--- config.mk ---
export PLATFORM = sky130hd
export DESIGN_NAME = bus_req_ack_responder
export DESIGN_NICKNAME = d
export VERILOG_FILES = /design/src/rtl/bus_req_ack_responder.sv
export SDC_FILE = /design/constraint.sdc
export NUM_CORES = 1
export LEC_CHECK = 0
export CORE_AREA = 5 5 96 62
export CTS_CLUSTER_DIAMETER = 120
export DETAILED_ROUTE_END_ITERATION = 8
export DIE_AREA = 0 0 101 67
export HOLD_SLACK_MARGIN = 0.03
export PLACE_DENSITY = 0.89
export SKIP_CTS_REPAIR_TIMING = 1
export SYNTH_ARGS = -nofsm -noshare
export SYNTH_HDL_FRONTEND = slang
export SYNTH_SLANG_ARGS = --single-unit
export TNS_END_PERCENT = 20
--- constraint.sdc ---
create_clock -name clk -period 2.1 [get_ports clk]
set_input_delay 0.21 -clock clk [delete_from_list [all_inputs] [get_ports clk]]
set_output_delay 0.21 -clock clk [all_outputs]
set_load 0.03 [all_outputs]
--- src/rtl/bus_req_ack_responder.sv ---
`default_nettype none
// ============================================================================
// Module   : bus_req_ack_responder
// Brief    : Single-outstanding bus responder. It acknowledges each request
//            after a programmable number of wait cycles.
// Revision : 1.0 - initial release
// ============================================================================
module bus_req_ack_responder #(
    parameter int DATA_W = 32,
    parameter int LAT_W  = 4
) (
    input  logic              clk,
    input  logic              reset,
    input  logic              bus_req,
    input  logic [DATA_W-1:0] bus_data,
    input  logic [LAT_W-1:0]  cfg_latency,
    input  logic              err_clear,
    output logic              bus_ack,
    output logic [DATA_W-1:0] ack_data,
    output logic              busy,
    output logic              err_overlap,
    output logic [7:0]        txn_count
);

    typedef enum logic [1:0] {
        ST_IDLE = 2'd0,
        ST_WAIT = 2'd1,
        ST_ACK  = 2'd2
    } state_t;

    localparam logic [LAT_W-1:0] c_lat_zero = '0;
    localparam logic [LAT_W-1:0] c_lat_one  = LAT_W'(1);

    state_t              r_state;
    logic [LAT_W-1:0]    r_count;
    logic [DATA_W-1:0]   r_ack_data;
    logic                r_bus_ack;
    logic                r_busy;
    logic                r_err_overlap;
    logic [7:0]          r_txn_count;

    state_t              w_state_nxt;
    logic [LAT_W-1:0]    w_count_nxt;
    logic                w_accept;
    logic                w_overlap;

    // A request is only taken when no transaction occupies the WAIT phase;
    // the ACK cycle can accept so back-to-back traffic needs no idle gap.
    assign w_accept  = bus_req && (r_state == ST_IDLE || r_state == ST_ACK);
    assign w_overlap = bus_req && (r_state == ST_WAIT);

    always_comb begin
        w_state_nxt = ST_IDLE;
        w_count_nxt = r_count;
        case (r_state)
            ST_IDLE, ST_ACK: begin
                if (w_accept) begin
                    w_count_nxt = cfg_latency;
                    w_state_nxt = (cfg_latency == c_lat_zero) ? ST_ACK : ST_WAIT;
                end else begin
                    w_state_nxt = ST_IDLE;
                end
            end
            ST_WAIT: begin
                if (r_count <= c_lat_one) begin
                    w_count_nxt = c_lat_zero;
                    w_state_nxt = ST_ACK;
                end else begin
                    w_count_nxt = r_count - c_lat_one;
                    w_state_nxt = ST_WAIT;
                end
            end
            default: begin
                w_count_nxt = c_lat_zero;
                w_state_nxt = ST_IDLE;
            end
        endcase
    end

    // Outputs are registered from the next state so they line up with it.
    always_ff @(posedge clk) begin
        if (reset) begin
            r_state       <= ST_IDLE;
            r_count       <= c_lat_zero;
            r_ack_data    <= '0;
            r_bus_ack     <= 1'b0;
            r_busy        <= 1'b0;
            r_err_overlap <= 1'b0;
            r_txn_count   <= 8'd0;
        end else begin
            r_state   <= w_state_nxt;
            r_count   <= w_count_nxt;
            r_bus_ack <= (w_state_nxt == ST_ACK);
            r_busy    <= (w_state_nxt == ST_WAIT) || (w_state_nxt == ST_ACK);
            if (w_accept) begin
                r_ack_data <= bus_data;
            end
            if (w_state_nxt == ST_ACK) begin
                r_txn_count <= r_txn_count + 8'd1;
            end
            if (w_overlap) begin
                r_err_overlap <= 1'b1;
            end else if (err_clear) begin
                r_err_overlap <= 1'b0;
            end
        end
    end

    assign bus_ack     = r_bus_ack;
    assign ack_data    = r_ack_data;
    assign busy        = r_busy;
    assign err_overlap = r_err_overlap;
    assign txn_count   = r_txn_count;

endmodule
`default_nettype wire

==> results.txt <==
DR WL/cell -> 12.9 um
Worst-Margin Slew -> 0.662 ns
total power per unit cell area -> 719 nW/um^2
average via count per standard cell -> 4.80
post-layout minimum cycle time -> 1.95 ns
area leader, netlist -> dfxtp_1
Clock Path Buffers -> 2
RePlAce Congestion -> 0.871
status -> complete, no violations
CTS HTree Levels -> 2
clk_lat worst skew -> 0.28 ns
unrepaired setup endpoints after global routing -> no
Filler cells -> 433
antenna violations before repair -> 0
hold path startpoint -> reset
Mapped Area -> 2010 um^2
leakage -> 1.14 nW
die height -> 67 um
Final Cell Area -> 3000 um^2
Clock Sinks -> 49
CP max-delay cell -> or4_4
# Max-Cap Violations -> 0
number of port buffers -> 82
Reg area -> 981 um^2
Max-Slew Margin vs Limit -> 0.555
commonest non-fill, non-tap cell in the layout -> clkdlybuf4s50_1
share of layout cells above drive strength 1 -> 0.0738
final hold vios -> 0
# DRC -> 0
YS warnings -> 0
via count of the first global-routing pass -> 1,791
Pins Over Slew Limit -> 0
WL met2 -> 2240 um
Arr. time, crit path -> 2.12 ns
Max stage delay on crit path -> 0.57 ns
Required @ worst endpoint -> 2.27 ns
footprint of the multi-input gates -> 931 um^2
critical path launch point type -> input pin
clock skew -> 0.00217 ns
Design Power -> 2.16 mW
CP Max Fanout -> 8
Final setup viols -> 0
Area contributors post-synth -> dfxtp_1 49%, nand2_1 13%, a21oi_1 9.5%
TritonCTS clock tree -> yes
wirelength, routed -> 5040 um
fmax -> 513 MHz
most frequent cells in the layout -> 81 x clkdlybuf4s50_1, 67 x nand2_1, 49 x dfxtp_1, 38 x a21oi_1, 12 x nor2_1
core area -> 4930 um^2
critical path endpoint category -> flop
DIE AREA -> 6770 um^2
uppermost layer routed -> met4
DPL Wire Length -> 3840 um
setup total negative slack -> 0 ns
n_diodes -> 0
Antenna Violating Nets Remaining -> 0
clock transition at the registers of the reported paths -> 0.08 ns
average cell area after synthesis -> 8.20 um^2
fin crit share -> 0.928
DR vias -> 1,877
Cells after Synth -> 245
Root Driver -> clkbuf_8
die width -> 101 um
Distinct cells, synth -> 33
dpl cells -> 383
post-synth top area share -> 0.488
Max IR drop VDD -> 0.424 mV
Iter 0 DRT Violations -> 57
metal1 wirelength -> 2420 um
crit-path leading delay family -> simple AND/OR/NAND/NOR gates
Starting Density -> 0.408
Buf/Inv on CP -> 1
synthesis-stage register bit count -> 49
worst hold path type -> input pin to flop
largest net degree at the start of global routing -> 39
Worst path depth -> 5
met3 WL post-DR -> 365 um
crit path cell chain -> clkdlybuf4s50_1, or4_4, or2_1, a21oi_4, mux2_1
first-pass GRT wire length -> 8140 um
syn_nets -> 288
sequential area share after synthesis -> 0.488
drt pass-1 iters -> 4
Hold Crit Depth -> 2
I/O pins -> 83
reg2reg path depth -> 6
GRT Resource Usage Total -> 0.149
GRT Residual Overflow -> 0
area delta synth->final -> 49.4%
CTS Buf Count -> 5
Final nets -> 367
crit path kind -> input pin to flop
Final Non-Filler Cells -> 391
dpl cell area -> 2890 um^2
CP Launch Point -> cfg_latency[0]
row cnt -> 20
Worst R2R Start -> r_count[0]$_SDFFE_PP0P_
[state kept, by name (all words and copies together) (netlist names)]
name / cells
r_state: 2
err_overlap: 1
bus_ack: 1
txn_count: 8
busy: 1
ack_data: 32
r_count: 4
[stage by stage]
| stage | hold WS, ns | util | setup WS [ns] |
|---|---|---|---|
| 2_1_floorplan | 0.346 | - | 0.368 |
| 3_3_place_gp | 0.441 | 0.585 | -0.0553 |
| 3_5_place_dp | 0.446 | 0.585 | -0.155 |
| 4_1_cts | 0.431 | 0.609 | 0.158 |
| 5_1_grt | 0.458 | 0.609 | 0.0641 |
| 6_report | 0.445 | 0.609 | 0.151 |
[logic make-up (layout without fill, tap and decap cells)]
| family | after synthesis | in the layout | synth area share |
|---|---|---|---|
| flops | 49 | 49 | 0.488 |
| fa+ha+maj | 3 | 3 | 0.0187 |
| xor+xnor | 2 | 2 | 0.00872 |
| mux | 8 | 8 | 0.0436 |
| compound gates | 55 | 55 | 0.162 |
| simple gates | 106 | 106 | 0.229 |
| buf+inv | 22 | 102 | 0.0498 |
[where the power goes]
part / switching, mW / internal, mW
combinational: 0.247 / 0.215
clock: 0.284 / 0.388
sequential: 0.0381 / 0.986
total: 0.570 / 1.59
[synthesized netlist by cell type, drive strengths merged]
master  instances
nor4            2
dfxtp          49
clkbuf         13
o22a            2
nor2           13
and2            1
nand3           3
o31ai           1
nand4           3
xnor2           2
o311a           1
mux2i           2
buf             5
a21boi          3
or4             2
a21oi          42
nor2b           8
o21ai           3
nand2          67
nand2b          2
ha              3
inv             4
o22ai           2
a21o            1
or2             1
nor3            4
mux2            6
[per-layer routing]
metal,GRT usage,vias to the layer above
met3,0.0533,2
met5,0,-
li1,-,968
met1,0.188,856
met2,0.246,51
met4,0.0299,0
[worst register-to-register path, delay by kind of cell, from the launching register on]
kind | cells | cell delay, ns
adder cells (fa/ha/maj) | 1 | 0.17
buffers and inverters | 1 | 0.07
AO/OA/AOI/OAI | 1 | 0.22
multiplexers | 1 | 0.33
AND/OR/NAND/NOR | 2 | 0.67
flip-flops | 1 | 0.36
[worst paths after layout]
path / endpoint / slack (ns)
max: txn_count[5]$_SDFFE_PP0N_ / 0.15
min reg2reg: ack_data[20]$_SDFFE_PP0N_ / 0.46
min: err_overlap$_SDFFE_PP0P_ / 0.44
max reg2reg: txn_count[5]$_SDFFE_PP0N_ / 0.16
[area by class of cell]
type                            count  area share
Sequential cell                    49       0.327
Multi-Input combinational cell    174       0.310
Timing Repair Buffer               90       0.292
Clock buffer                        7      0.0288
Tap cell                           66      0.0275
Clock inverter                      1      0.0100
Inverter                            4     0.00500
(Power assumes the default switching activity.)
